===== src/rtl/pipelined_control_unit.sv =====
// rtl/pipelined_control_unit.sv - MIPS control decode carried through ID/EX, EX/MEM, MEM/WB
// with load-use stall generation and branch flush.
module pipelined_control_unit #(
  parameter int OPCODE_W = 6,
  parameter int REG_W    = 5,
  parameter int ALUOP_W  = 2
) (
  input  logic                clk,
  input  logic                rst,
  input  logic [OPCODE_W-1:0] opcode,
  input  logic [REG_W-1:0]    id_rs,
  input  logic [REG_W-1:0]    id_rt,
  input  logic                flush,
  output logic                stall,
  output logic                ex_reg_dst,
  output logic                ex_alu_src,
  output logic [ALUOP_W-1:0]  ex_alu_op,
  output logic [REG_W-1:0]    ex_rt,
  output logic                ex_illegal,
  output logic                mem_branch,
  output logic                mem_mem_read,
  output logic                mem_mem_write,
  output logic                wb_mem_to_reg,
  output logic                wb_reg_write
);

  localparam logic [OPCODE_W-1:0] OP_RTYPE = OPCODE_W'(6'b000000);
  localparam logic [OPCODE_W-1:0] OP_LW    = OPCODE_W'(6'b100011);
  localparam logic [OPCODE_W-1:0] OP_SW    = OPCODE_W'(6'b101011);
  localparam logic [OPCODE_W-1:0] OP_BEQ   = OPCODE_W'(6'b000100);
  localparam logic [OPCODE_W-1:0] OP_ADDI  = OPCODE_W'(6'b001000);

  localparam logic [ALUOP_W-1:0] ALU_ADD = ALUOP_W'(2'b00);
  localparam logic [ALUOP_W-1:0] ALU_SUB = ALUOP_W'(2'b01);
  localparam logic [ALUOP_W-1:0] ALU_FN  = ALUOP_W'(2'b10);

  logic               dec_reg_dst, dec_alu_src, dec_branch, dec_mem_read;
  logic               dec_mem_write, dec_mem_to_reg, dec_reg_write, dec_illegal;
  logic [ALUOP_W-1:0] dec_alu_op;
  logic               uses_rt;

  logic ex_branch, ex_mem_read, ex_mem_write, ex_mem_to_reg, ex_reg_write;
  logic mem_mem_to_reg, mem_reg_write;

  always_comb begin
    dec_reg_dst    = 1'b0;
    dec_alu_src    = 1'b0;
    dec_branch     = 1'b0;
    dec_mem_read   = 1'b0;
    dec_mem_write  = 1'b0;
    dec_mem_to_reg = 1'b0;
    dec_reg_write  = 1'b0;
    dec_illegal    = 1'b0;
    dec_alu_op     = ALU_ADD;
    case (opcode)
      OP_RTYPE: begin
        dec_reg_dst   = 1'b1;
        dec_reg_write = 1'b1;
        dec_alu_op    = ALU_FN;
      end
      OP_LW: begin
        dec_alu_src    = 1'b1;
        dec_mem_to_reg = 1'b1;
        dec_reg_write  = 1'b1;
        dec_mem_read   = 1'b1;
      end
      OP_SW: begin
        dec_alu_src   = 1'b1;
        dec_mem_write = 1'b1;
      end
      OP_BEQ: begin
        dec_branch = 1'b1;
        dec_alu_op = ALU_SUB;
      end
      OP_ADDI: begin
        dec_alu_src   = 1'b1;
        dec_reg_write = 1'b1;
      end
      default: dec_illegal = 1'b1;
    endcase
  end

  assign uses_rt = (opcode == OP_RTYPE) | (opcode == OP_SW) | (opcode == OP_BEQ);

  // Flush wins over the hazard so a squashed consumer never holds fetch.
  assign stall = ex_mem_read & (ex_rt != '0)
               & ((ex_rt == id_rs) | ((ex_rt == id_rt) & uses_rt))
               & ~flush;

  always_ff @(posedge clk or posedge rst) begin
    if (rst) begin
      ex_reg_dst    <= 1'b0;
      ex_alu_src    <= 1'b0;
      ex_alu_op     <= '0;
      ex_rt         <= '0;
      ex_illegal    <= 1'b0;
      ex_branch     <= 1'b0;
      ex_mem_read   <= 1'b0;
      ex_mem_write  <= 1'b0;
      ex_mem_to_reg <= 1'b0;
      ex_reg_write  <= 1'b0;
    end else if (flush || stall) begin
      ex_reg_dst    <= 1'b0;
      ex_alu_src    <= 1'b0;
      ex_alu_op     <= '0;
      ex_rt         <= '0;
      ex_illegal    <= 1'b0;
      ex_branch     <= 1'b0;
      ex_mem_read   <= 1'b0;
      ex_mem_write  <= 1'b0;
      ex_mem_to_reg <= 1'b0;
      ex_reg_write  <= 1'b0;
    end else begin
      ex_reg_dst    <= dec_reg_dst;
      ex_alu_src    <= dec_alu_src;
      ex_alu_op     <= dec_alu_op;
      ex_rt         <= id_rt;
      ex_illegal    <= dec_illegal;
      ex_branch     <= dec_branch;
      ex_mem_read   <= dec_mem_read;
      ex_mem_write  <= dec_mem_write;
      ex_mem_to_reg <= dec_mem_to_reg;
      ex_reg_write  <= dec_reg_write;
    end
  end

  // A stall bubbles only ID/EX; the older instructions keep draining.
  always_ff @(posedge clk or posedge rst) begin
    if (rst) begin
      mem_branch     <= 1'b0;
      mem_mem_read   <= 1'b0;
      mem_mem_write  <= 1'b0;
      mem_mem_to_reg <= 1'b0;
      mem_reg_write  <= 1'b0;
    end else if (flush) begin
      mem_branch     <= 1'b0;
      mem_mem_read   <= 1'b0;
      mem_mem_write  <= 1'b0;
      mem_mem_to_reg <= 1'b0;
      mem_reg_write  <= 1'b0;
    end else begin
      mem_branch     <= ex_branch;
      mem_mem_read   <= ex_mem_read;
      mem_mem_write  <= ex_mem_write;
      mem_mem_to_reg <= ex_mem_to_reg;
      mem_reg_write  <= ex_reg_write;
    end
  end

  always_ff @(posedge clk or posedge rst) begin
    if (rst) begin
      wb_mem_to_reg <= 1'b0;
      wb_reg_write  <= 1'b0;
    end else begin
      wb_mem_to_reg <= mem_mem_to_reg;
      wb_reg_write  <= mem_reg_write;
    end
  end

endmodule


===== config.mk =====
export PLATFORM = sky130hd
export DESIGN_NAME = pipelined_control_unit
export DESIGN_NICKNAME = d
export VERILOG_FILES = /design/src/rtl/pipelined_control_unit.sv
export SDC_FILE = /design/constraint.sdc
export NUM_CORES = 1
export LEC_CHECK = 0
export CORE_MARGIN = 2
export CORE_UTILIZATION = 46
export CTS_BUF_LIST = sky130_fd_sc_hd__clkbuf_16
export DETAILED_ROUTE_END_ITERATION = 16
export PLACE_DENSITY = 0.94
export SETUP_SLACK_MARGIN = 0.4
export SLEW_MARGIN = 20
export SYNTH_ARGS = -nofsm -noshare
export SYNTH_HDL_FRONTEND = slang
export SYNTH_SLANG_ARGS = --single-unit

===== constraint.sdc =====
create_clock -name clk -period 5.3 [get_ports clk]
set_input_delay 0.53 -clock clk [delete_from_list [all_inputs] [get_ports clk]]
set_output_delay 0.53 -clock clk [all_outputs]
set_load 0.005 [all_outputs]

# [After elaboration in Yosys (flattened, before gate mapping)]
# Index checks and enable logic that the tools add are counted.
[totals] ff_bits=20 in_bits=19 out_inout_bits=16 wordCells=56
[classes] eq_ne=6 muxes=21 n_bitwise=8 reduce_logical=6
[op_table] op="$mux 1" count=18
[op_table] op="$eq 6x6->1 const B" count=2
[op_table] op="$eq 5x5->1" count=2
[op_table] op="$eq 6x3->1 const B" count=1
[op_table] op="$eq 6x4->1 const B" count=1
[op_table] op="$logic_not 6->1" count=1
[op_table] op="$reduce_or 3->1" count=2
[op_table] op="$mux 5" count=1
[op_table] op="$reduce_bool 5->1" count=1
[op_table] op="$reduce_or 5->1" count=1
[op_table] op="$and 1x1->1" count=4
[op_table] op="$pmux 2 s2" count=1
[op_table] op="$or 1x1->1" count=3
[op_table] op="$mux 2" count=1
[op_table] op="$logic_or 1x1->1" count=1
[op_table] op="$not 1->1" count=1

# [Longest topological paths before layout]
# Gate-level depths: netlist (run 1).
[depth] word_depth=9 ltp_mapped=5 ltp_nobuf=4

# [Worst setup path before layout (run 1)]
# Ideal clock, no wire load.
[synth_path] kind="input-to-output" start="in opcode[0]" end="out stall" arrival_time_ps=1813 t_required_ps=4770 path_slack_ps=2957 stages=5 n_path_buf=1 path_cell_list="or4_1 o21a_1 nor4b_4 buf_6 o21ba_1"
[synth_between] elab_chain_len=7 elab_cells_between_ends=9 cone_classes="2 x eq/ne; 6 x bitwise; 1 x reduce/logical"
[synth_rtl] item="from (decl)" line="10" text="input logic [OPCODE_W-1:0] opcode,"
[synth_rtl] item="$eq 6x6->1 / $logic_not 6->1 (equally long branches)" line="83" text="assign uses_rt = (opcode == OP_RTYPE) | (opcode == OP_SW) | (opcode == OP_BEQ);"
[synth_rtl] item="$or 1x1->1" line="83"
[synth_rtl] item="$or 1x1->1 (*)" line="83"
[synth_rtl] item="$and 1x1->1 (*)" line="87" text="& ((ex_rt == id_rs) | ((ex_rt == id_rt) & uses_rt))"
[synth_rtl] item="$or 1x1->1 (*)" line="87"
[synth_rtl] item="$and 1x1->1 (*)" line="87"
[synth_rtl] item="$and 1x1->1 (*)" line="88" text="& ~flush;"
[synth_rtl] item="to (decl)" line="14" text="output logic stall,"
# Mark *: on every way between the ends. The rest lies on a longest branch, timed or not.

# [Worst setup path in the final report (run 1)]
# Same ends and word-level chain as after synthesis.

==> results.toml, run 1 <==
[hold_path]
min_path_type = "flip-flop to flip-flop"

[sta]
skew_ns = 0.00390
hold_viol_final = 0
fmax_mhz = 280
drv_slew = 0
slew_headroom_pct = 46.1
tns_ns = 0
holdWs_ns = 0.361
rsz0062_at_grt = "false"
setup_viol = 0
layout_min_cycle_time_ns = 3.57
worstMarginPinSlew_ns = 0.806
period_share_pct = 67.3

[setup_path]
crit_type = "input port to output port"
crit_fanout = 13
end_kind = "output port"
crit_path_start_kind = "input port"
critPathArrivalTime_ns = 3.04
worstPathRequired_ns = 4.77

[routing]
post-route-drc-count = 0
antenna_left = 0
drtIter0Drc = 7
drt_wl_total_mm = 2.01
via_per_inst = 5.27
wl_per_cell_um = 14.6
vias = 722
dr.pass1.iters = 4

[placement]
gp_congestion = 0.765
port_buffers = 34

[power]
p_leak_uw = 0.000590
total_power_uw = 405
worst_ir_drop_vdd_mv = 0.193
power.density_cell_area_mw_per_mm2 = 290

[global_routing]
grt_pass1_wl_mm = 3.35
grt_pass1_vias = 711
gr-total-overflow = 0
grt_start_max_net_pins = 21
antenna_found_initial = 0
grt_use_total_pct = 18.5

[synth]
synthesis.area_um2 = 936
ys_async_sr_fraction_pct = 100
synth_ff_type = "dfrtp_1"
yosysUniqueCellTypes = 25
syn_area_per_cell_um2 = 12.5
ys_warn_count = 0
syn_inst = 75
synth_fp_nets = 94
seq_area_frac_synth_pct = 53.5
synth_edf_count = 0
ys_seq_elements = 20

[clock_network]
cts_max_level = 1
clk_pin_slew_ns = 0.05
cts_setup_buffers = 0
root_buffer = "clkbuf_16"
clk_path_buf_depth = 2
holdBufCountCts = 0
cts_tree = "built"
cts.sinks = 20
numCtsBuffers = 3
clock_latency_ns = 0.25
post_cts_resized = 0

[die]
rows = 16
start_util_pct = 48.2
core_area_mm2 = 0.00194
io_pins = 35
fp.dieW_um = 49.1
die_h_um = 49.1
dieArea_mm2 = 0.00241

[cells_and_area]
finish.utilization_pct = 71.8
final_nets = 130
fillers = 143
diodes = 0
drive_above_1_share_pct = 11.8
syn_to_final_growth_pct = 49.1
layout_commonest_cell = "clkdlybuf4s50_1"
final_cell_mix = "34 x clkdlybuf4s50_1, 20 x dfrtp_1, 9 x xnor2_1"
regMostFlops = "ex_rt"
largest_registers = "ex_rt x5, ex_alu_op x2"
largest_register_ffs = 5

[run]
drv_cap = 0

[status]
status = "completed"
## Yosys cell counts, types with 2 or more instances
cell	number	area (um2)
a21oi_1	3	15.0
buf_6	2	22.5
dfrtp_1	20	500
inv_1	2	7.51
nand2_1	3	11.3
nor2_1	4	15.0
nor2b_1	4	25.0
nor3_1	4	20.0
nor4_2	4	50.1
nor4b_1	3	26.3
nor4b_2	2	30.0
or4_1	3	22.5
xnor2_1	9	78.8
## report_power, final
group / switching (uW) / internal, uW
Combinational: 16.9 / 26.0
Clock: 52.8 / 150
Sequential: 3.45 / 156
## final cells by class
class	count	area (um2)	area share, %
clock buffer	3	75.1	5.38
clock inverter	1	30.0	2.15
inverter	2	7.51	0.538
multi-input combinational	50	408	29.2
sequential	20	500	35.9
tap	27	33.8	2.42
timing repair buffer	34	340	24.4
## final timing paths
path                                endpoint  cells past startpoint  slack (ns)     startpoint
worst max-delay path                   stall                      6        1.73      opcode[0]
worst min-delay path            wb_reg_write                      0        0.36  mem_reg_write
worst max register to register      ex_rt[0]                      4        3.42       ex_rt[1]
worst min register to register  wb_reg_write                      0        0.36  mem_reg_write
max in group asynchronous       ex_reg_write                      2        4.15            rst
min in group asynchronous           ex_rt[2]                      2        0.70            rst
## layer usage
| layer | up-vias | global-route usage, % | share of wire [%] |
|---|---|---|---|
| met5 | - | 0 | 0 |
| met4 | 0 | 7.14 | 1.0 |
| met3 | 2 | 3.37 | 3.9 |
| met2 | 19 | 30.6 | 53 |
| met1 | 360 | 23.9 | 42 |
| li1 | 341 | - | - |
## stage by stage
step                instance area (um2)  worst slack [ns]  cells
finish                             1400              1.73    137
CTS                                1390              1.72    137
global route                       1400              1.63    137
detailed placement                 1280              1.72    133
global placement                   1280              1.80    133
floorplan                           936              2.96     75
## worst max-delay path, cell delays in order
cell and delay [ns]:
clkdlybuf4s50_1 0.43, or4_1 0.52, o21a_1 0.14, nor4b_4 0.73
o21ba_1 0.19, clkdlybuf4s50_1 0.49
## kinds of logic (layout without fill, tap and decap cells)
family                    Yosys count  in the layout  share of synthesized area, %
DFF                                20             20                          53.5
AOI/OAI and AO/OA                   6              6                          4.41
xor gates and xnor gates           10             10                          9.36
and+or+nand+nor                    34             34                          29.1
buffers and inverters               5             40                          3.61
Note: power is estimated with default switching activity, not from simulation.
==> run 2: changes to the inputs <==
Settings changed: CORE_UTILIZATION 46 to 39, PLACE_DENSITY 0.94 to 0.86.
Clock period 5.3 ns to 3.1 ns, I/O delays scaled along.
==> run 2 against run 1 <==
Effect of this change:
- power up 72%
- clock skew down 0.0028 ns
- clock-buffer cell count unchanged
- non-clock buffer count up 6
- routed wire length up 7.7%
- die area up 16%
- largest cell class unchanged
- worst setup slack worse by 1.3 ns
- critical path type unchanged
- cell count up 5.1%
- flip-flop and latch count unchanged
- worst hold slack worse by 0.012 ns
- register-to-register slack worse by 2.3 ns
- final area up 3.3%
==> results.toml, run 2 (same netlist as run 1, synthesis figures left out) <==
[clock_network]
cts.sinks = 20
holdBufCountCts = 0
numCtsBuffers = 3
cts_max_level = 1
clk_pin_slew_ns = 0.05
root_buffer = "clkbuf_16"
clock_latency_ns = 0.25
clk_path_buf_depth = 2
cts_tree = "built"

[routing]
antenna_left = 0
wl_per_cell_um = 15.0
dr.pass1.iters = 4
via_per_inst = 5.10
drtIter0Drc = 8
post-route-drc-count = 0
vias = 734
drt_wl_total_mm = 2.16

[global_routing]
grt_use_total_pct = 17.5
antenna_found_initial = 0
grt_pass1_wl_mm = 3.49
gr-total-overflow = 0
grt_start_max_net_pins = 21
grt_pass1_vias = 752

[setup_path]
ff2ff_path_depth = 5
crit_fanout = 3
critPathArrivalTime_ns = 2.33
crit_path_start_kind = "input port"
cp-startpoint = "opcode[0]"
end_kind = "output port"
r2r-start = "ex_rt[1]"
rrSetupSlack_ns = 1.14
reg2reg_to = "ex_rt[0]"
crit_type = "input port to output port"
worstPathRequired_ns = 2.79

[cells_and_area]
final_nets = 136
regArea_um2 = 500
finish.utilization_pct = 64.5
largest_registers = "ex_rt x5, ex_alu_op x2"
fillers = 190
layout_commonest_cell = "clkdlybuf4s50_1"
largest_register_ffs = 5
drive_above_1_share_pct = 16.4
multi_input_area_um2 = 408
regMostFlops = "ex_rt"
diodes = 0
syn_to_final_growth_pct = 54.0
final_cell_mix = "34 x clkdlybuf4s50_1, 20 x dfrtp_1, 9 x xnor2_1"

[sta]
hold_viol_final = 0
fin_ws_ns = 0.458
setup_viol = 0
rsz0062_at_grt = "false"
tns_ns = 0
fmax_mhz = 378
skew_ns = 0.00106
period_share_pct = 85.2
slew_headroom_pct = 51.5
drv_slew = 0
worstMarginPinSlew_ns = 0.727
layout_min_cycle_time_ns = 2.64

[die]
die_h_um = 53.0
rows = 17
dieArea_mm2 = 0.00281
io_pins = 35
core_area_mm2 = 0.00223
fp.dieW_um = 53.0
start_util_pct = 41.9

[run]
drv_cap = 0

[power]
worst_ir_drop_vdd_mv = 0.292
p_leak_uw = 0.000623
power.density_cell_area_mw_per_mm2 = 483

[hold_path]
min_to = "wb_reg_write"
hold_start = "mem_reg_write"
hold_depth = 0
min_path_type = "flip-flop to flip-flop"

[placement]
post-dp-hpwl_mm = 1.46
gp_congestion = 0.824
port_buffers = 34
dpl_worst_slack_ns = 0.284

[status]
status = "completed"
==> run 2: cell types whose count changed in the layout (fill, tap and decap cells not counted), sizes merged <==
cell	previous run	this run
buf	0	6
==> run 2: worst max path at each step <==
stage,endpoint,slack (ns),cells after the start
detailed placement,stall,0.28,6
floorplan,stall,1.20,5
global route,stall,0.42,6
finish,stall,0.46,6
CTS,stall,0.41,6
global placement,stall,0.29,6
==> run 2: cell type report <==
| class | count | share of cell area (%) |
|---|---|---|
| inverter | 2 | 0.521 |
| timing repair buffer | 40 | 26.7 |
| clock inverter | 1 | 2.08 |
| clock buffer | 3 | 5.21 |
| multi-input combinational | 50 | 28.3 |
| sequential | 20 | 34.7 |
| tap | 28 | 2.43 |
==> run 2: per-stage QoR <==
step	hold WS [ns]	power, uW	cell area [um2]	instances
3_3_place_gp	0.332	349	1300	136
6_report	0.349	696	1440	144
2_1_floorplan	0.274	307	936	75
3_5_place_dp	0.337	351	1300	136
5_1_grt	0.363	722	1440	144
4_1_cts	0.350	702	1410	140
==> run 2: routing by layer <==
layer / part of all wire (%) / wire length, um / GRT usage [%]
met5: 0 / 0 / 0
met4: 0.60 / 13 / 7.26
met3: 5.0 / 109 / 4.52
met2: 51 / 1100 / 30.2
met1: 43 / 934 / 20.6
==> run 2: repair_timing <==
item / 4_1_cts / 5_1_grt
endpoints found under the setup margin: 1 / 1
pin swaps: 0 / 2
resized for setup: 1 / 0
buffers inserted: 0 / 4
==> run 2: critical path, stage by stage <==
cell and delay, ns:
clkdlybuf4s50_1 0.45, or4_1 0.52, o21a_1 0.15, nor4b_4 0.26
o21ba_1 0.15, clkdlybuf4s50_1 0.49
==> run 2: power by group <==
group	internal [uW]	switching (uW)
Sequential	267	5.96
Clock	256	91.2
Combinational	45.3	30.7
==> run 3: changes to the inputs <==
Settings changed: TNS_END_PERCENT set to 50.
==> results of run 3 <==
The final DEF is identical to that of run 2; final timing and power are the same.
